## src/rtl/dequantize.sv

```systemverilog
// ============================================================================
// Module   : dequantize
// Brief    : Serial midpoint reconstruction of an N-bit unsigned code onto an
//            18-bit full-scale value.
// Revision : 1.0
// ============================================================================
`default_nettype none

module dequantize (
    input  logic        clock,
    input  logic        reset,
    input  logic [4:0]  Nquant,
    input  logic [17:0] datain,
    input  logic        endatain,
    output logic [17:0] dataout,
    output logic        dataready,
    output logic        busy
);

    localparam logic [4:0]  C_WIDTH    = 5'd18;
    localparam logic [17:0] C_FULL_MSK = 18'h3FFFF;

    typedef enum logic [1:0] {
        IDLE   = 2'd0,
        SHIFT  = 2'd1,
        OFFSET = 2'd2
    } state_t;

    state_t      state;
    state_t      next_state;

    logic [17:0] sr;
    logic [4:0]  cnt;
    logic [4:0]  shamt;

    logic [4:0]  n_bits;
    logic [4:0]  shift_in;
    logic [17:0] code;
    logic [4:0]  cnt_next;
    logic [17:0] half_lsb;

    // Clamp the requested width to 1..18 and derive the left-justifying shift.
    always_comb begin
        if (Nquant == 5'd0) begin
            n_bits = 5'd1;
        end else if (Nquant >= C_WIDTH) begin
            n_bits = C_WIDTH;
        end else begin
            n_bits = Nquant;
        end
    end

    assign shift_in = C_WIDTH - n_bits;
    assign code     = datain & (C_FULL_MSK >> shift_in);
    assign cnt_next = cnt + 5'd1;
    assign half_lsb = (shamt == 5'd0) ? 18'd0 : (18'd1 << (shamt - 5'd1));

    always_ff @(posedge clock or posedge reset) begin
        if (reset) begin
            state <= IDLE;
        end else begin
            state <= next_state;
        end
    end

    always_comb begin
        next_state = state;
        busy       = (state != IDLE);
        case (state)
            IDLE: begin
                if (endatain) begin
                    next_state = (shift_in != 5'd0) ? SHIFT : OFFSET;
                end
            end
            SHIFT: begin
                if (cnt_next == shamt) begin
                    next_state = OFFSET;
                end
            end
            OFFSET: begin
                next_state = IDLE;
            end
            default: begin
                next_state = IDLE;
            end
        endcase
    end

    // Datapath: code is loaded in IDLE and shifted one place per SHIFT cycle.
    always_ff @(posedge clock or posedge reset) begin
        if (reset) begin
            sr        <= 18'd0;
            cnt       <= 5'd0;
            shamt     <= 5'd0;
            dataout   <= 18'h00000;
            dataready <= 1'b0;
        end else begin
            dataready <= 1'b0;
            case (state)
                IDLE: begin
                    if (endatain) begin
                        sr    <= code;
                        shamt <= shift_in;
                        cnt   <= 5'd0;
                    end
                end
                SHIFT: begin
                    sr  <= sr << 1;
                    cnt <= cnt_next;
                end
                OFFSET: begin
                    dataout   <= sr | half_lsb;
                    dataready <= 1'b1;
                end
                default: begin
                    sr <= sr;
                end
            endcase
        end
    end

endmodule

`default_nettype wire

```

## config.mk

```make
export PLATFORM = sky130hd
export DESIGN_NAME = dequantize
export DESIGN_NICKNAME = d
export VERILOG_FILES = /design/src/rtl/dequantize.sv
export SDC_FILE = /design/constraint.sdc
export NUM_CORES = 1
export LEC_CHECK = 0
export BUFFER_PORTS_ARGS = -buffer_cell sky130_fd_sc_hd__buf_2
export CAP_MARGIN = 0
export CORE_MARGIN = 3
export CORE_UTILIZATION = 35
export CTS_CLUSTER_SIZE = 30
export DETAILED_ROUTE_END_ITERATION = 6
export PLACE_DENSITY = 0.58
export SLEW_MARGIN = 15
export SYNTH_ARGS = -nofsm -noshare
export SYNTH_HDL_FRONTEND = slang
export SYNTH_SLANG_ARGS = --single-unit
```

## constraint.sdc

```tcl
create_clock -name clock -period 2.6 [get_ports clock]
set_input_delay 0.13 -clock clock [delete_from_list [all_inputs] [get_ports clock]]
set_output_delay 0.13 -clock clock [all_outputs]
set_load 0.01 [all_outputs]
```

==> impl_table.tex <==
\begin{tabular}{lr}
\hline
Metric & Value \\
\hline
\multicolumn{2}{l}{\textbf{Synth}} \\
Syn\_nets & 303 \\
Number of enable flip-flop cells after synthesis & 0 \\
Synthesized area divided by synthesized cell count & 9.02 µm² \\
Count of synthesis-stage warnings from yosys & 0 \\
Fraction of registers with async set/reset & 100\% \\
Sequential-to-total area share from yosys stat & 49.8\% \\
Number of distinct standard cells referenced by the synthesized netlist & 37 \\
Most used flip-flop cell after synthesis & dfrtp\_1 \\
FF+latch count, synth & 49 \\
Mapped Cells & 273 \\
Synthesized area & 0.00246 mm² \\
\multicolumn{2}{l}{\textbf{Critical path}} \\
Critical Path Source Type & input port \\
Worst Setup Path Type & input port to flop \\
Buffers \& Inverters on Critical Path & 2 \\
Worst Setup End Kind & flop \\
Critical path data arrival time & 2.24 ns \\
Top Family by Delay on Critical Path & simple AND/OR/NAND/NOR gates \\
Critical path's slowest cell & and3\_1 \\
Critical Path Max Stage Delay & 0.42 ns \\
Required arrival time at the worst endpoint & 2.83 ns \\
Worst-path maximum fanout & 11 \\
Cell breakdown of the critical path & buf\_2, nor3\_1, nor2\_1, o21a\_1, inv\_1, ha\_1, or4\_4, and3\_1, o21ai\_0, o22ai\_1 \\
\multicolumn{2}{l}{\textbf{STA}} \\
Worst-Margin Slew & 1.03 ns \\
RSZ-0062 raised after global routing & no \\
Maximum operating frequency & 0.498 GHz \\
Final max-slew violation count & 0 \\
Tightest slew margin relative to the limit & 31.5\% \\
Post-layout minimum cycle time & 2.01 ns \\
Tcrit/Tclk final & 77.2\% \\
Final setup TNS & 0 ns \\
Count of endpoints failing setup in the final report & 0 \\
Clock skew after layout & 0.00483 ns \\
Hold Fails Final Rpt & 0 \\
\multicolumn{2}{l}{\textbf{GRT}} \\
Largest net degree at the start of global routing & 50 \\
First-pass GRT wire length & 10400 µm \\
Met3 demand-to-capacity share in global routing & 4.09\% \\
Via count of the first global-routing pass & 2054 \\
Aggregate global-route resource usage & 16.0\% \\
GR Overflow Total & 0 \\
Antenna violations before repair & 0 \\
Global Route met2 Usage & 23.8\% \\
GRT met1 Usage & 22.7\% \\
Busiest layer in global routing & met2 \\
\multicolumn{2}{l}{\textbf{Clock network}} \\
Post-cts gate resize count & 0 \\
CTS clk-pin slew, worst paths & 0.09 ns \\
Hold-fix buffers at CTS & 0 \\
CTS buffer count & 5 \\
Number of levels the H-tree was split into & 2 \\
CTS sink count & 49 \\
CTS root buf & clkbuf\_8 \\
Max Root-Sink Buffers & 2 \\
Clock insertion delay at the later pin of the skew report & 0.31 ns \\
TritonCTS clock tree & built \\
Post-CTS Repair Setup Buffers & 0 \\
\multicolumn{2}{l}{\textbf{Placement}} \\
Placer's final routability congestion estimate & 0.870 \\
Number of buffers inserted by port buffering & 45 \\
Total cell area at the placement stage & 0.00277 mm² \\
Placed wire-length estimate after detailed placement & 4480 µm \\
\multicolumn{2}{l}{\textbf{Cells and area}} \\
\# nets final & 343 \\
Filler cell count in the final layout & 687 \\
Share of cells above drive strength 1 & 19.7\% \\
Count of antenna diodes in the layout & 0 \\
Layout overhead on the synthesized area & 17.2\% \\
Post-route cell area & 0.00289 mm² \\
\multicolumn{2}{l}{\textbf{Min path}} \\
Worst hold path class & input port to flop \\
\multicolumn{2}{l}{\textbf{Power}} \\
Peak ir drop on the vdd network & 0.622 mV \\
Pwr per Cell Area & 1190 mW/mm² \\
PnR Total Power & 3.45 mW \\
Leakage component of the power & 1.33 nW \\
\multicolumn{2}{l}{\textbf{Die}} \\
Number of placement rows & 29 \\
Starting density of the core & 37.5\% \\
Die footprint & 0.00808 mm² \\
Die height & 89.9 µm \\
Io pins & 46 \\
Die span in x & 89.9 µm \\
Floorplan Core Area & 0.00657 mm² \\
\multicolumn{2}{l}{\textbf{Run status}} \\
Status & finished clean \\
\multicolumn{2}{l}{\textbf{Detailed routing}} \\
Pre-Repair DR Iteration Count & 4 \\
Aggregate routed wire length & 6270 µm \\
DRC marker count from the first detailed-route iteration & 120 \\
Via count & 2116 \\
Number of remaining DRC errors & 0 \\
Via-per-instance ratio & 5.20 \\
Post-route ant nets & 0 \\
Average wire length per cell after detail routing & 15.4 µm \\
\multicolumn{2}{l}{\textbf{Run}} \\
Max-Cap Viols & 0 \\
\hline
\end{tabular}
## state kept, by name, summed over array words and instances (netlist names)
signal     flops
dataout       18
state          2
cnt            5
shamt          5
dataready      1
sr            18
## worst paths after layout
path | from | slack (ns) | cells after the start | to
worst max-delay path | Nquant[3] | 0.59 | 10 | sr[11]$_DFFE_PP0P_
worst min-delay path | datain[1] | 0.05 | 3 | sr[1]$_DFFE_PP0P_
worst max register to register | state[1]$_DFFE_PP0P_ | 0.62 | 4 | sr[11]$_DFFE_PP0P_
worst min register to register | dataout[13]$_DFFE_PP0P_ | 0.48 | 2 | dataout[13]$_DFFE_PP0P_
max in group asynchronous | reset | 1.90 | 2 | dataout[10]$_DFFE_PP0P_
min in group asynchronous | reset | 0.06 | 2 | dataout[14]$_DFFE_PP0P_
## where the power goes
part           leakage (nW)  switching [mW]  internal [mW]  total (mW)
Sequential            0.608           0.333           1.11        1.44
Clock                0.0574           0.267          0.313       0.580
Combinational         0.661           0.828          0.600        1.43
Total                  1.33            1.43           2.02        3.45
## cells by family (layout without fill, tap and decap cells)
family	Yosys count	after routing	share of synthesized area, %
AO/OA/AOI/OAI	97	97	23.0
adder cells (fa/ha/maj)	4	4	2.03
buffers and inverters	23	64	3.81
AND/OR/NAND/NOR	89	89	16.9
flip-flops	49	49	49.8
XOR/XNOR	11	11	4.47
## cells in the mapped netlist, drive strengths merged (3+ instances only)
master | count | area share, %
a211oi | 3 | 0.91
xnor2 | 6 | 2.1
and3 | 3 | 0.76
clkbuf | 15 | 2.3
a31oi | 4 | 1.0
nand2b | 4 | 1.0
nor4 | 4 | 1.0
dfrtp | 49 | 50
nor3b | 3 | 0.91
nor2b | 5 | 1.3
o22ai | 9 | 2.3
a22oi | 6 | 1.8
nor3 | 3 | 0.61
a21oi | 28 | 5.7
xor2 | 4 | 1.4
nand2 | 43 | 6.6
o21ai | 37 | 7.5
nor2 | 16 | 2.4
nand3 | 3 | 0.61
ha | 4 | 2.0
inv | 7 | 1.1
## layer usage
layer	share of wire, %	vias to the layer above
met5	0	-
met4	1.6	0
met3	6.2	7
met2	43	63
met1	49	998
li1	-	1048
## worst register-to-register path, cell delays in order, from the launching register on
cell	delay, ns
dfrtp_1	0.44
nor3b_1	0.44
and3_1	0.51
o21ai_0	0.29
o22ai_1	0.22
## stage by stage
| stage | setup slack [ns] | util [%] | hold WS [ns] | instances |
|---|---|---|---|---|
| 6_report | 0.593 | 44.0 | 0.0475 | 407 |
| 5_1_grt | 0.399 | 44.0 | 0.0446 | 407 |
| 4_1_cts | 0.625 | 44.0 | 0.0470 | 407 |
| 3_5_place_dp | 0.304 | 42.1 | 0.366 | 399 |
| 3_3_place_gp | 0.354 | 42.1 | 0.363 | 399 |
| 2_1_floorplan | 0.688 | - | 0.259 | 273 |
## area by class of cell
class	instances	area (µm²)	area share (%)
sequential	49	1230	42.5
timing repair buffer	49	255	8.84
multi-input combinational	201	1140	39.6
tap	93	116	4.03
inverter	7	26.3	0.910
clock buffer	6	82.6	2.86
clock inverter	2	37.5	1.30
## layout by cell type, fill, tap and decap left out, types with 2 or more instances in the layout
cell / instances
a211oi_1: 3
a21o_1: 2
a21oi_1: 28
a22oi_1: 6
a31oi_1: 4
and3_1: 3
buf_2: 45
buf_4: 4
clkbuf_8: 6
dfrtp_1: 49
ha_1: 4
inv_1: 6
nand2_1: 43
nand2b_1: 4
nand3_1: 3
nor2_1: 16
nor2b_1: 5
nor3_1: 3
nor3b_1: 3
nor4_1: 4
o21ai_0: 37
o22ai_1: 9
xnor2_1: 6
xor2_1: 4
Note: power is estimated with default switching activity, not from simulation.
